$ cat src/rtl/sig_defs.sv
// Shared lamp, phase and fault encodings for the signal controller and its monitor.
package sig_defs;

    typedef enum logic [1:0] {
        GREEN    = 2'd0,
        YELLOW   = 2'd1,
        RED      = 2'd2,
        LAMP_BAD = 2'd3
    } lamp_e;

    typedef enum logic [2:0] {
        S0     = 3'd0,
        S1     = 3'd1,
        S2     = 3'd2,
        S3     = 3'd3,
        S4     = 3'd4,
        PH_INV = 3'd7
    } phase_e;

    typedef enum logic [2:0] {
        FLT_NONE     = 3'd0,
        FLT_INVALID  = 3'd1,
        FLT_CONFLICT = 3'd2,
        FLT_ILLEGAL  = 3'd3,
        FLT_SHORT_Y  = 3'd4,
        FLT_SHORT_AR = 3'd5
    } fault_e;

    localparam int NUM_LAMPS = 2;

    typedef struct packed {
        logic invalid;
        logic illegal_step;
        logic y_to_r;
        logic r_to_g;
    } lamp_chk_t;

    function automatic logic [2:0] decode_phase(input logic [1:0] h, input logic [1:0] c);
        if (h == GREEN  && c == RED)    return S0;
        if (h == YELLOW && c == RED)    return S1;
        if (h == RED    && c == RED)    return S2;
        if (h == RED    && c == GREEN)  return S3;
        if (h == RED    && c == YELLOW) return S4;
        return PH_INV;
    endfunction

endpackage

$ cat src/rtl/lamp_check.sv
// Per-lamp step classifier: flags invalid codes, illegal steps and the
// two transitions that carry dwell requirements.
module lamp_check
    import sig_defs::*;
(
    input  logic [1:0] prev_code,
    input  logic [1:0] cur_code,
    output logic       invalid,
    output logic       illegal_step,
    output logic       y_to_r,
    output logic       r_to_g
);

    assign invalid      = (cur_code == LAMP_BAD);
    assign illegal_step = (prev_code == GREEN  && cur_code == RED)    ||
                          (prev_code == YELLOW && cur_code == GREEN)  ||
                          (prev_code == RED    && cur_code == YELLOW);
    assign y_to_r       = (prev_code == YELLOW && cur_code == RED);
    assign r_to_g       = (prev_code == RED    && cur_code == GREEN);

endmodule

$ cat src/rtl/sig_monitor.sv
// Independent lamp-aspect monitor: decodes phase, checks legality and dwell,
// latches the first fault and requests flash until clear.
module sig_monitor
    import sig_defs::*;
#(
    parameter int unsigned MIN_YELLOW  = 3,
    parameter int unsigned MIN_ALL_RED = 2,
    parameter int unsigned CNT_W       = 4
) (
    input  logic       clock,
    input  logic       clear,
    input  logic [1:0] hwy,
    input  logic [1:0] cntry,
    output logic [2:0] phase,
    output logic       fault,
    output logic [2:0] fault_code,
    output logic       flash
);

    localparam int unsigned DWELL_MAX = (1 << CNT_W) - 1;

    if (MIN_YELLOW > DWELL_MAX || MIN_ALL_RED > DWELL_MAX) begin : g_bad_param
        $error("sig_monitor: MIN_YELLOW/MIN_ALL_RED exceed dwell counter range");
    end

    localparam logic [CNT_W-1:0] MIN_Y   = CNT_W'(MIN_YELLOW);
    localparam logic [CNT_W-1:0] MIN_AR  = CNT_W'(MIN_ALL_RED);
    localparam logic [CNT_W-1:0] DW_SAT  = CNT_W'(DWELL_MAX);

    logic [1:0]       prev_hwy, prev_cntry;
    logic [CNT_W-1:0] dwell;

    // lamp 0 = highway, lamp 1 = country
    logic [NUM_LAMPS-1:0][1:0] prev_lamp, cur_lamp;
    lamp_chk_t [NUM_LAMPS-1:0] chk;

    assign prev_lamp = {prev_cntry, prev_hwy};
    assign cur_lamp  = {cntry, hwy};

    for (genvar i = 0; i < NUM_LAMPS; i++) begin : g_lamp
        lamp_check u_lamp_check (
            .prev_code    (prev_lamp[i]),
            .cur_code     (cur_lamp[i]),
            .invalid      (chk[i].invalid),
            .illegal_step (chk[i].illegal_step),
            .y_to_r       (chk[i].y_to_r),
            .r_to_g       (chk[i].r_to_g)
        );
    end

    logic       any_invalid, conflict, any_illegal, short_y, short_ar, pair_same;
    logic [2:0] viol_code;

    always_comb begin
        any_invalid = chk[0].invalid | chk[1].invalid;
        conflict    = (hwy != RED) && (cntry != RED);
        any_illegal = chk[0].illegal_step | chk[1].illegal_step;
        short_y     = (chk[0].y_to_r | chk[1].y_to_r) && (dwell < MIN_Y);
        // All-red dwell only matters when the previous aspect was R/R.
        short_ar    = (prev_hwy == RED) && (prev_cntry == RED) &&
                      (chk[0].r_to_g | chk[1].r_to_g) && (dwell < MIN_AR);
        pair_same   = (hwy == prev_hwy) && (cntry == prev_cntry);

        viol_code = FLT_NONE;
        if (any_invalid)      viol_code = FLT_INVALID;
        else if (conflict)    viol_code = FLT_CONFLICT;
        else if (any_illegal) viol_code = FLT_ILLEGAL;
        else if (short_y)     viol_code = FLT_SHORT_Y;
        else if (short_ar)    viol_code = FLT_SHORT_AR;
    end

    always_ff @(posedge clock) begin
        if (clear) begin
            prev_hwy   <= GREEN;
            prev_cntry <= RED;
            dwell      <= CNT_W'(1);
            phase      <= S0;
            fault      <= 1'b0;
            fault_code <= FLT_NONE;
        end else begin
            prev_hwy   <= hwy;
            prev_cntry <= cntry;
            dwell      <= pair_same ? ((dwell == DW_SAT) ? dwell : dwell + 1'b1) : CNT_W'(1);
            phase      <= decode_phase(hwy, cntry);
            if (!fault && viol_code != FLT_NONE) begin
                fault      <= 1'b1;
                fault_code <= viol_code;
            end
        end
    end

    assign flash = fault;

endmodule

$ cat config.mk
export PLATFORM = sky130hd
export DESIGN_NAME = sig_monitor
export DESIGN_NICKNAME = d
export VERILOG_FILES = /design/src/rtl/sig_defs.sv /design/src/rtl/lamp_check.sv /design/src/rtl/sig_monitor.sv
export SDC_FILE = /design/constraint.sdc
export NUM_CORES = 1
export LEC_CHECK = 0
export CORE_ASPECT_RATIO = 1.5
export CORE_MARGIN = 3
export CORE_UTILIZATION = 30
export CTS_BUF_LIST = sky130_fd_sc_hd__clkbuf_16
export CTS_CLUSTER_DIAMETER = 120
export DETAILED_ROUTE_END_ITERATION = 10
export PLACE_DENSITY = 0.53
export SYNTH_ARGS = -nofsm -noshare
export SYNTH_HDL_FRONTEND = slang
export SYNTH_SLANG_ARGS = --single-unit
$ cat constraint.sdc
create_clock -name clock -period 2.1 [get_ports clock]
set_input_delay 0.63 -clock clock [delete_from_list [all_inputs] [get_ports clock]]
set_output_delay 0.63 -clock clock [all_outputs]
set_load 0.1 [all_outputs]
[Yosys cells after proc, flatten, opt, wreduce, memory -nomap -nowiden]
Cells that the tools add are included.
W data, S select, Z words.
Cells by class
  add/subtract/negate cells: 1
  order comparisons: 2
  eq/ne operators: 15
  muxes and demuxes: 36
  bitwise operators: 5
  reductions and logical operators: 33
Operators with widths (count)
  $mux W3: 16
  $logic_and A1 B1 Y1: 22
  $mux W1: 20
  $eq A2 B2 Y1 const B: 6
  $eq A2 B1 Y1 const B: 4
  $logic_not A2 Y1: 4
  $lt A4 B2 Y1 const B: 2
  $add A4 B1 Y4 const B: 1
  $eq A2 B2 Y1: 2
  $eq A4 B4 Y1 const B: 1
  $logic_or A1 B1 Y1: 4
  $ne A2 B2 Y1 const B: 2
  $or A1 B1 Y1: 4
  $reduce_bool A3 Y1: 1
  $reduce_or A2 Y1: 1
  $logic_not A1 Y1: 1
  $not A1 Y1: 1
Word-level totals
  flip-flop bits (word level): 15
  bits of input ports: 6
  output and inout port bits: 8
  logic and storage cells: 98

[Depth between registers and ports, before layout]
Gate-level depths: netlist of the first run.
  depth after elaboration: 23
  mapped depth: 6
  mapped depth without buffers: 5

[By module]
A second synthesis of the first run with hierarchy kept.
Second synthesis, totals
  cells, all modules: 93
  area, all modules: 828.3 sq um
Modules (own cells, without submodules)
  sig_monitor: times used 1, cells each 79, area each 710.7 sq um
  lamp_check: times used 2, cells each 7, area each 58.8 sq um

[Least setup slack after synthesis of the first run]
Ideal clock, no wire load.
  path type: register to output
  from: register fault
  to: output flash
  data arrival time: 1.472 ns
  path slack: -0.002 ns
  cell stages (with the launch flop): 2
  cell sequence: dfxtp_1 -> buf_4
RTL lines
  start, declared: RTL line sig_monitor.sv:15  | output logic fault,
  start signal, assigned: RTL line sig_monitor.sv:78  | fault <= 1'b0;
  start signal, assigned: RTL line sig_monitor.sv:86  | fault <= 1'b1;
  end, declared: RTL line sig_monitor.sv:17  | output logic flash
No word-level cell between the ends.

[Worst setup path in the final report of the first run]
  from: input cntry[1]
  to: register fault_code[0]
On the way
  cells in the longest elaborated chain, start to end: 12
  elaborated cells between the ends (all ways): 27
Ends and longest elaborated chain
  start, declared: RTL line sig_monitor.sv:13  | input logic [1:0] cntry,
  $logic_not A2 Y1: RTL line lamp_check.sv:16, lamp_check.sv:19
  $logic_and A1 B1 Y1: RTL line lamp_check.sv:19  | assign r_to_g = (prev_code == RED && cur_code == GREEN);
  $or A1 B1 Y1: RTL line sig_monitor.sv:61  | (chk[0].r_to_g | chk[1].r_to_g) && (dwell < MIN_AR);
  $logic_and A1 B1 Y1: RTL line sig_monitor.sv:60  | short_ar = (prev_hwy == RED) && (prev_cntry == RED) &&
  $logic_and A1 B1 Y1: RTL line sig_monitor.sv:61
  $mux W3: RTL line sig_monitor.sv:69  | else if (short_ar) viol_code = FLT_SHORT_AR;
  $mux W3: RTL line sig_monitor.sv:68  | else if (short_y) viol_code = FLT_SHORT_Y;
  $mux W3: RTL line sig_monitor.sv:67  | else if (any_illegal) viol_code = FLT_ILLEGAL;
  $mux W3: RTL line sig_monitor.sv:66  | else if (conflict) viol_code = FLT_CONFLICT;
  $mux W3 (*): RTL line sig_monitor.sv:65  | if (any_invalid) viol_code = FLT_INVALID;
  $reduce_bool A3 Y1: RTL line sig_monitor.sv:85  | if (!fault && viol_code != FLT_NONE) begin
  $logic_and A1 B1 Y1: RTL line sig_monitor.sv:85
  end signal, assigned: RTL line sig_monitor.sv:87  | fault_code <= viol_code;
  end, declared: RTL line sig_monitor.sv:16  | output logic [2:0] fault_code,
Every way passes the cells marked *; elsewhere a longest branch is shown, timed or not.
A chain may end at the register's enable or synchronous reset.

==> out/results.md, run 1 <==
• effective utilization at floorplan: 0.3226
• placed cells: 154
• met1 Resource Use GR: 0.1434
• final weighted congestion of routability-driven global placement: 0.7665
• GRT Overall Usage: 0.1333
• clk buf depth: 2
• end-of-flow core utilization: 0.4862
• count of input and output buffers: 13
• average vias per placed instance: 4.759
• CTS tree: yes
• Die ar.: 3399 um2
• cts bufs inserted: 3
• worst min-delay path class: reg2reg
• Site Rows: 22
• complex-gate fraction of the synthesized area: 0.1348
• FILL cells: 260
• pin slew with the least headroom to its limit: 0.3639 ns
• count of max-cap constraint violations: 0
• drc violations: 0
• CTS Hold Buffers Added: 0
• Synth-to-Final Area Change: 50.69%
• via count: 752
• count of warnings emitted by yosys: 0
• fraction of layout instances using a drive strength above 1: 0.2951
• worst-case vdd ir drop: 482.1 uV
• antenna cells: 0
• outcome: completed
• clk_skew: 0.004543 ns
• total detailed-routing wirelength: 1.972 mm
• Final #Nets: 130
• Detailed Routing Iterations Pass 1: 5
• via count of the first global-routing pass: 797
• area of the core: 2532 um2
• largest net degree at the start of global routing: 10
• Setup violations, final: 0
• total leakage power: 0.5048 nW
• Yosys cell types: 38
• post-CTS setup repair buffer count: 0
• worst skew pair latency: 0.24 ns
• Final Critical Period: 1.983 ns
• drt first-iter violations: 11
• kind of critical path: in2reg
• pwr/cell area: 758.7 nW/um2
• Num Clock Sinks: 15
• CTS Root Cell: sky130_fd_sc_hd__clkbuf_16
• met2 track demand over resource: 0.2360
• Worst Hold Margin: 0.5241 ns
• synthesized cell area: 817.0 um2
• wire length of the first global-routing pass: 3.567 mm
• dominant combinational cell family by area after synthesis: simple AND/OR/NAND/NOR gates
• area of combinational cells with multiple inputs: 481.7 um2
• required arrival time at the worst endpoint: 2.27 ns
• clock transition at the register clock pins on the worst setup and hold paths after CTS: 0.05 ns
• XOR/XNOR share of the synthesized area: 0.06432
• Vert. Die Dim: 69.92 um
• post-placement cell area: 1149 um2
• met3 routing resource usage after global routing: 0.02985
• syn_nets: 100
• CP max FO: 7
• post-route cell area: 1231 um2
• area taken by flip-flops and latches: 301.5 um2
• Syn Area/Cell: 8.785 um2
• share of synthesized area occupied by flip-flops and latches: 0.3675
• busiest grt layer: met2
• CP arrival: 2.16 ns
• count of nets left with antenna violations after detail routing: 0
• basic-gate share of the synthesized area counting and, or, nand and nor cells: 0.3538
• total gr overflow: 0
• Gate Count Post-Synth: 93
• final std cells w/o fill: 158
• critical path launch point type: primary input
• unrepaired setup endpoints after global routing: no
• adder-cell area share of the yosys netlist: 0.01531
• number of register bits inferred by synthesis: 15
• Max H-tree Level: 1
• Max-slew headroom: 0.7554
• multiplexer share of the synthesized area: 0.01225
• Top Ports: 14
• die outline width: 48.61 um
• post-route clock period utilization: 0.9444
• number of antenna violations at the first check in global routing: 0
• estimated wirelength of the detail-placed design: 1.552 mm
• maximum clock rate: 504.2 MHz
• number of endpoints with negative hold slack in the final report: 0
• Final Slew Violations: 0
• CP Capture Type: flip-flop
• detail-routed net length per standard cell: 12.48 um
==> cell usage in the layout, fill, tap and decap left out, drive strengths merged <==
master / n
buf: 26
dfxtp: 15
nor2: 11
nand2b: 6
nor3: 4
nand2: 4
nand3: 4
xnor2: 4
dlygate4sd2: 4
nor3b: 3
a31oi: 3
nor2b: 3
a21oi: 3
clkbuf: 3
xor2: 2
nor4b: 2
or3: 2
inv: 2
nor4: 2
or2: 2
o22a: 1
or4b: 1
o32ai: 1
a22o: 1
nor4bb: 1
a211o: 1
o32a: 1
o21a: 1
a211oi: 1
o21bai: 1
nand4: 1
mux2i: 1
nand3b: 1
o31a: 1
ha: 1
clkinv: 1
clkdlybuf4s50: 1
==> final timing paths <==
| check | from | end | slack [ns] | cells after the start |
|---|---|---|---|---|
| setup / recovery | cntry[1] | fault_code[0] | 0.12 | 6 |
| hold / removal | fault_code[1] | fault_code[1] | 0.52 | 2 |
| setup reg to reg | prev_cntry[1] | fault_code[0] | 0.24 | 5 |
| hold reg to reg | fault_code[1] | fault_code[1] | 0.52 | 2 |
==> registers in the layout (all words and copies together) (netlist names) <==
name and count:
prev_hwy 2, fault 1, prev_cntry 2, dwell 4, phase 3, fault_code 3
==> what timing repair did <==
| action | 4_1_cts | 5_1_grt |
|---|---|---|
| resized for setup | 5 | 0 |
| setup endpoints to repair | 4 | 0 |
| endpoints found under the hold margin | 0 | 0 |
==> critical path: stages <==
cell and delay (ns):
sky130_fd_sc_hd__dlygate4sd2_1 0.32, sky130_fd_sc_hd__o22a_1 0.27, sky130_fd_sc_hd__nor4_4 0.30, sky130_fd_sc_hd__nor4_2 0.11
sky130_fd_sc_hd__or3_1 0.35, sky130_fd_sc_hd__a31oi_1 0.17
==> metrics by stage <==
stage,setup slack (ns),total power [W],TNS (ns)
4_1_cts,0.09854,0.0009458,0
3_3_place_gp,-0.3500,0.0005698,-1.560
6_report,0.1168,0.0009341,0
3_5_place_dp,-0.3963,0.0005706,-1.626
5_1_grt,0.01661,0.0009761,0
2_1_floorplan,0.1189,0.0004766,0
==> Yosys cell counts, drive strengths merged <==
cell	n	area share
a211o	1	0.011
a211oi	1	0.0092
a21oi	3	0.018
a22o	1	0.011
a31oi	3	0.023
buf	3	0.029
clkbuf	3	0.014
dfxtp	15	0.37
ha	1	0.015
inv	2	0.0092
mux2i	1	0.012
nand2	4	0.018
nand2b	6	0.046
nand3	4	0.025
nand3b	1	0.0092
nand4	1	0.0077
nor2	11	0.051
nor2b	3	0.023
nor3	4	0.025
nor3b	3	0.028
nor4	2	0.041
nor4b	2	0.021
nor4bb	1	0.012
o21a	1	0.0092
o21bai	1	0.0092
o22a	1	0.011
o31a	1	0.011
o32a	1	0.012
o32ai	1	0.011
or2	2	0.015
or3	2	0.015
or4b	1	0.017
xnor2	4	0.043
xor2	2	0.021
==> logic make-up (layout without fill, tap and decap cells) <==
group | Yosys count | after routing
compound gates | 15 | 15
xor+xnor | 6 | 6
fa+ha+maj | 1 | 1
buf+inv | 8 | 37
flops | 15 | 15
mux | 1 | 1
simple gates | 47 | 47
==> report_power, final <==
part | leakage, nW | internal, W | switching [W]
registers | 0.124 | 0.000301 | 0.0000204
logic | 0.340 | 0.000102 | 0.000140
clock network | 0.0409 | 0.000254 | 0.000116
total | 0.505 | 0.000657 | 0.000277
==> area by class of cell <==
class,count,share of cell area
Clock buffer,3,0.06098
Clock inverter,1,0.004065
Inverter,2,0.006098
Multi-Input combinational cell,70,0.3913
Sequential cell,15,0.2449
Tap cell,36,0.03659
Timing Repair Buffer,31,0.2561
==> metal layers <==
layer	wire, um	part of all wire
met1	818	0.41
met2	1055	0.53
met3	56	0.028
met4	41	0.021
met5	0	0
Note: power is estimated with default switching activity, not from simulation.
==> inputs of run 2 (changes only) <==
- CORE_ASPECT_RATIO: 1.5 -> default
==> run 2 against run 1 <==
  * Die area fell by 0.38%
  * Final cell count fell by 5.1%
  * Clock skew fell by 0.0020 ns
  * Wire length fell by 7.7%
  * Critical path type unchanged
  * Combinational power fell by 2%
  * Via count fell by 0.27%
  * Sequential power barely moved
  * First-iteration DRC count fell by 36%
  * Critical endpoint unchanged
  * Worst setup slack improved by 0.0052 ns
  * Critical path depth rose by 2
  * Maximum frequency rose by 0.26%
==> out/results.md, run 2 (same netlist as run 1, synthesis figures left out) <==
• outcome: completed
• worst skew pair latency: 0.24 ns
• via count: 750
• total detailed-routing wirelength: 1.820 mm
• post-CTS setup repair buffer count: 0
• drc violations: 0
• clock transition at the register clock pins on the worst setup and hold paths after CTS: 0.05 ns
• Die ar.: 3385 um2
• area of combinational cells with multiple inputs: 496.7 um2
• Final #Nets: 128
• max incr delay on CP: 0.36 ns
• FILL cells: 247
• worst setup slack after layout: 0.1220 ns
• Worst Hold Margin: 0.5241 ns
• area of the core: 2522 um2
• count of input and output buffers: 13
• die outline width: 58.19 um
• worst min-delay path class: reg2reg
• wire length of the first global-routing pass: 3.291 mm
• max reg flops: 4
• register with the most flip-flops: dwell
• biggest regs: dwell x4, fault_code x3, phase x3
• antenna cells: 0
• post-placement cell area: 1114 um2
• DP Worst Slack: -0.3363 ns
• total leakage power: 0.4960 nW
• number of endpoints with negative hold slack in the final report: 0
• Setup violations, final: 0
• unrepaired setup endpoints after global routing: no
• CP max stage cell: sky130_fd_sc_hd__a211o_1
• fraction of layout instances using a drive strength above 1: 0.2833
• CP arrival: 2.15 ns
• Vert. Die Dim: 58.19 um
• CTS Hold Buffers Added: 0
• cts bufs inserted: 3
• pin slew with the least headroom to its limit: 0.3654 ns
• average vias per placed instance: 5.000
• estimated wirelength of the detail-placed design: 1.411 mm
• most common library cell in the layout ignoring fill and taps: sky130_fd_sc_hd__buf_4
• largest net degree at the start of global routing: 12
• Max H-tree Level: 1
• kind of critical path: in2reg
• commonest cells after routing, fill and taps aside: sky130_fd_sc_hd__buf_4 (19), sky130_fd_sc_hd__dfxtp_1 (14), sky130_fd_sc_hd__nor2_1 (11), sky130_fd_sc_hd__nand2b_1 (6), sky130_fd_sc_hd__buf_12 (5)
• clk buf depth: 2
• Final Critical Period: 1.978 ns
• Synth-to-Final Area Change: 48.09%
• CP Capture Type: flip-flop
• critical path launch point type: primary input
• Num Clock Sinks: 15
• post-route cell area: 1210 um2
• total gr overflow: 0
• worst-case vdd ir drop: 504.5 uV
• via count of the first global-routing pass: 760
• detail-routed net length per standard cell: 12.13 um
• maximum clock rate: 505.6 MHz
• CTS Root Cell: sky130_fd_sc_hd__clkbuf_16
• pwr/cell area: 759.6 nW/um2
• clk_skew: 0.002514 ns
• final weighted congestion of routability-driven global placement: 0.7056
• Max-slew headroom: 0.7564
• GRT Overall Usage: 0.1267
• count of cells along the worst register-to-register path: 5
• CTS tree: yes
• CP max FO: 5
• Detailed Routing Iterations Pass 1: 4
• effective utilization at floorplan: 0.3239
• hold-critical path depth: 2
• number of antenna violations at the first check in global routing: 0
• drt first-iter violations: 7
• Top Ports: 14
• count of max-cap constraint violations: 0
• Site Rows: 18
• post-route clock period utilization: 0.9419
• count of nets left with antenna violations after detail routing: 0
• area taken by flip-flops and latches: 301.5 um2
• Final Slew Violations: 0
• required arrival time at the worst endpoint: 2.27 ns
• library cell appearing most often on the critical path: sky130_fd_sc_hd__buf_4
• CP Cell Sequence: dlygate4sd2_1 -> xor2_1 -> a211o_1 -> nor4_4 -> buf_4 -> buf_4 -> nand3_1 -> a31oi_1
## run 2: through the flow
step           cells  power [W]  setup TNS, ns  utilization
5_1_grt          150  0.0009657              0       0.4797
2_1_floorplan     93  0.0004766              0            -
3_3_place_gp     146  0.0005624         -1.083       0.4415
4_1_cts          150  0.0009326              0       0.4762
3_5_place_dp     146  0.0005629         -1.162       0.4415
6_report         150  0.0009190              0       0.4797
## run 2: routing by layer
metal  vias up  routed length (um)  GRT usage
li1        386                   -          -
met1       355                 835     0.1547
met2         7                 896     0.2048
met3         2                  64    0.03563
met4         0                  23    0.05960
met5         -                   0          0
## run 2: layout make-up
type                    count  share of cell area
clock buffers               3             0.06205
clock inverters             1            0.003102
inverters                   2            0.006205
multi-input cells          70              0.4105
flip-flops and latches     15              0.2492
well taps                  30             0.03102
repair buffers             29              0.2378
## run 2: path summary, 6_finish.rpt
kind	startpoint	slack, ns	to
worst max-delay path	hwy[1]	0.12	fault_code[0]
worst min-delay path	fault_code[1]	0.52	fault_code[1]
worst max register to register	prev_cntry[1]	0.26	fault_code[0]
worst min register to register	fault_code[1]	0.52	fault_code[1]
## run 2: worst max-delay path: cells and delay by family
family | cells | cell delay [ns]
xor+xnor | 1 | 0.17
buf+inv | 3 | 0.54
compound gates | 2 | 0.51
simple gates | 2 | 0.30
## run 2: timing repair
| action | in CTS | in global routing |
|---|---|---|
| pin swaps | 2 | 0 |
| setup endpoints to repair | 3 | 2 |
| gates resized for setup | 6 | 1 |
## run 2: report_power, final
part | switching (W) | leakage [nW] | internal, W | total [W]
Sequential | 0.0000197 | 0.124 | 0.000301 | 0.000321
Clock | 0.000109 | 0.0423 | 0.000252 | 0.000360
Combinational | 0.000139 | 0.330 | 0.0000989 | 0.000238
Total | 0.000268 | 0.496 | 0.000652 | 0.000919
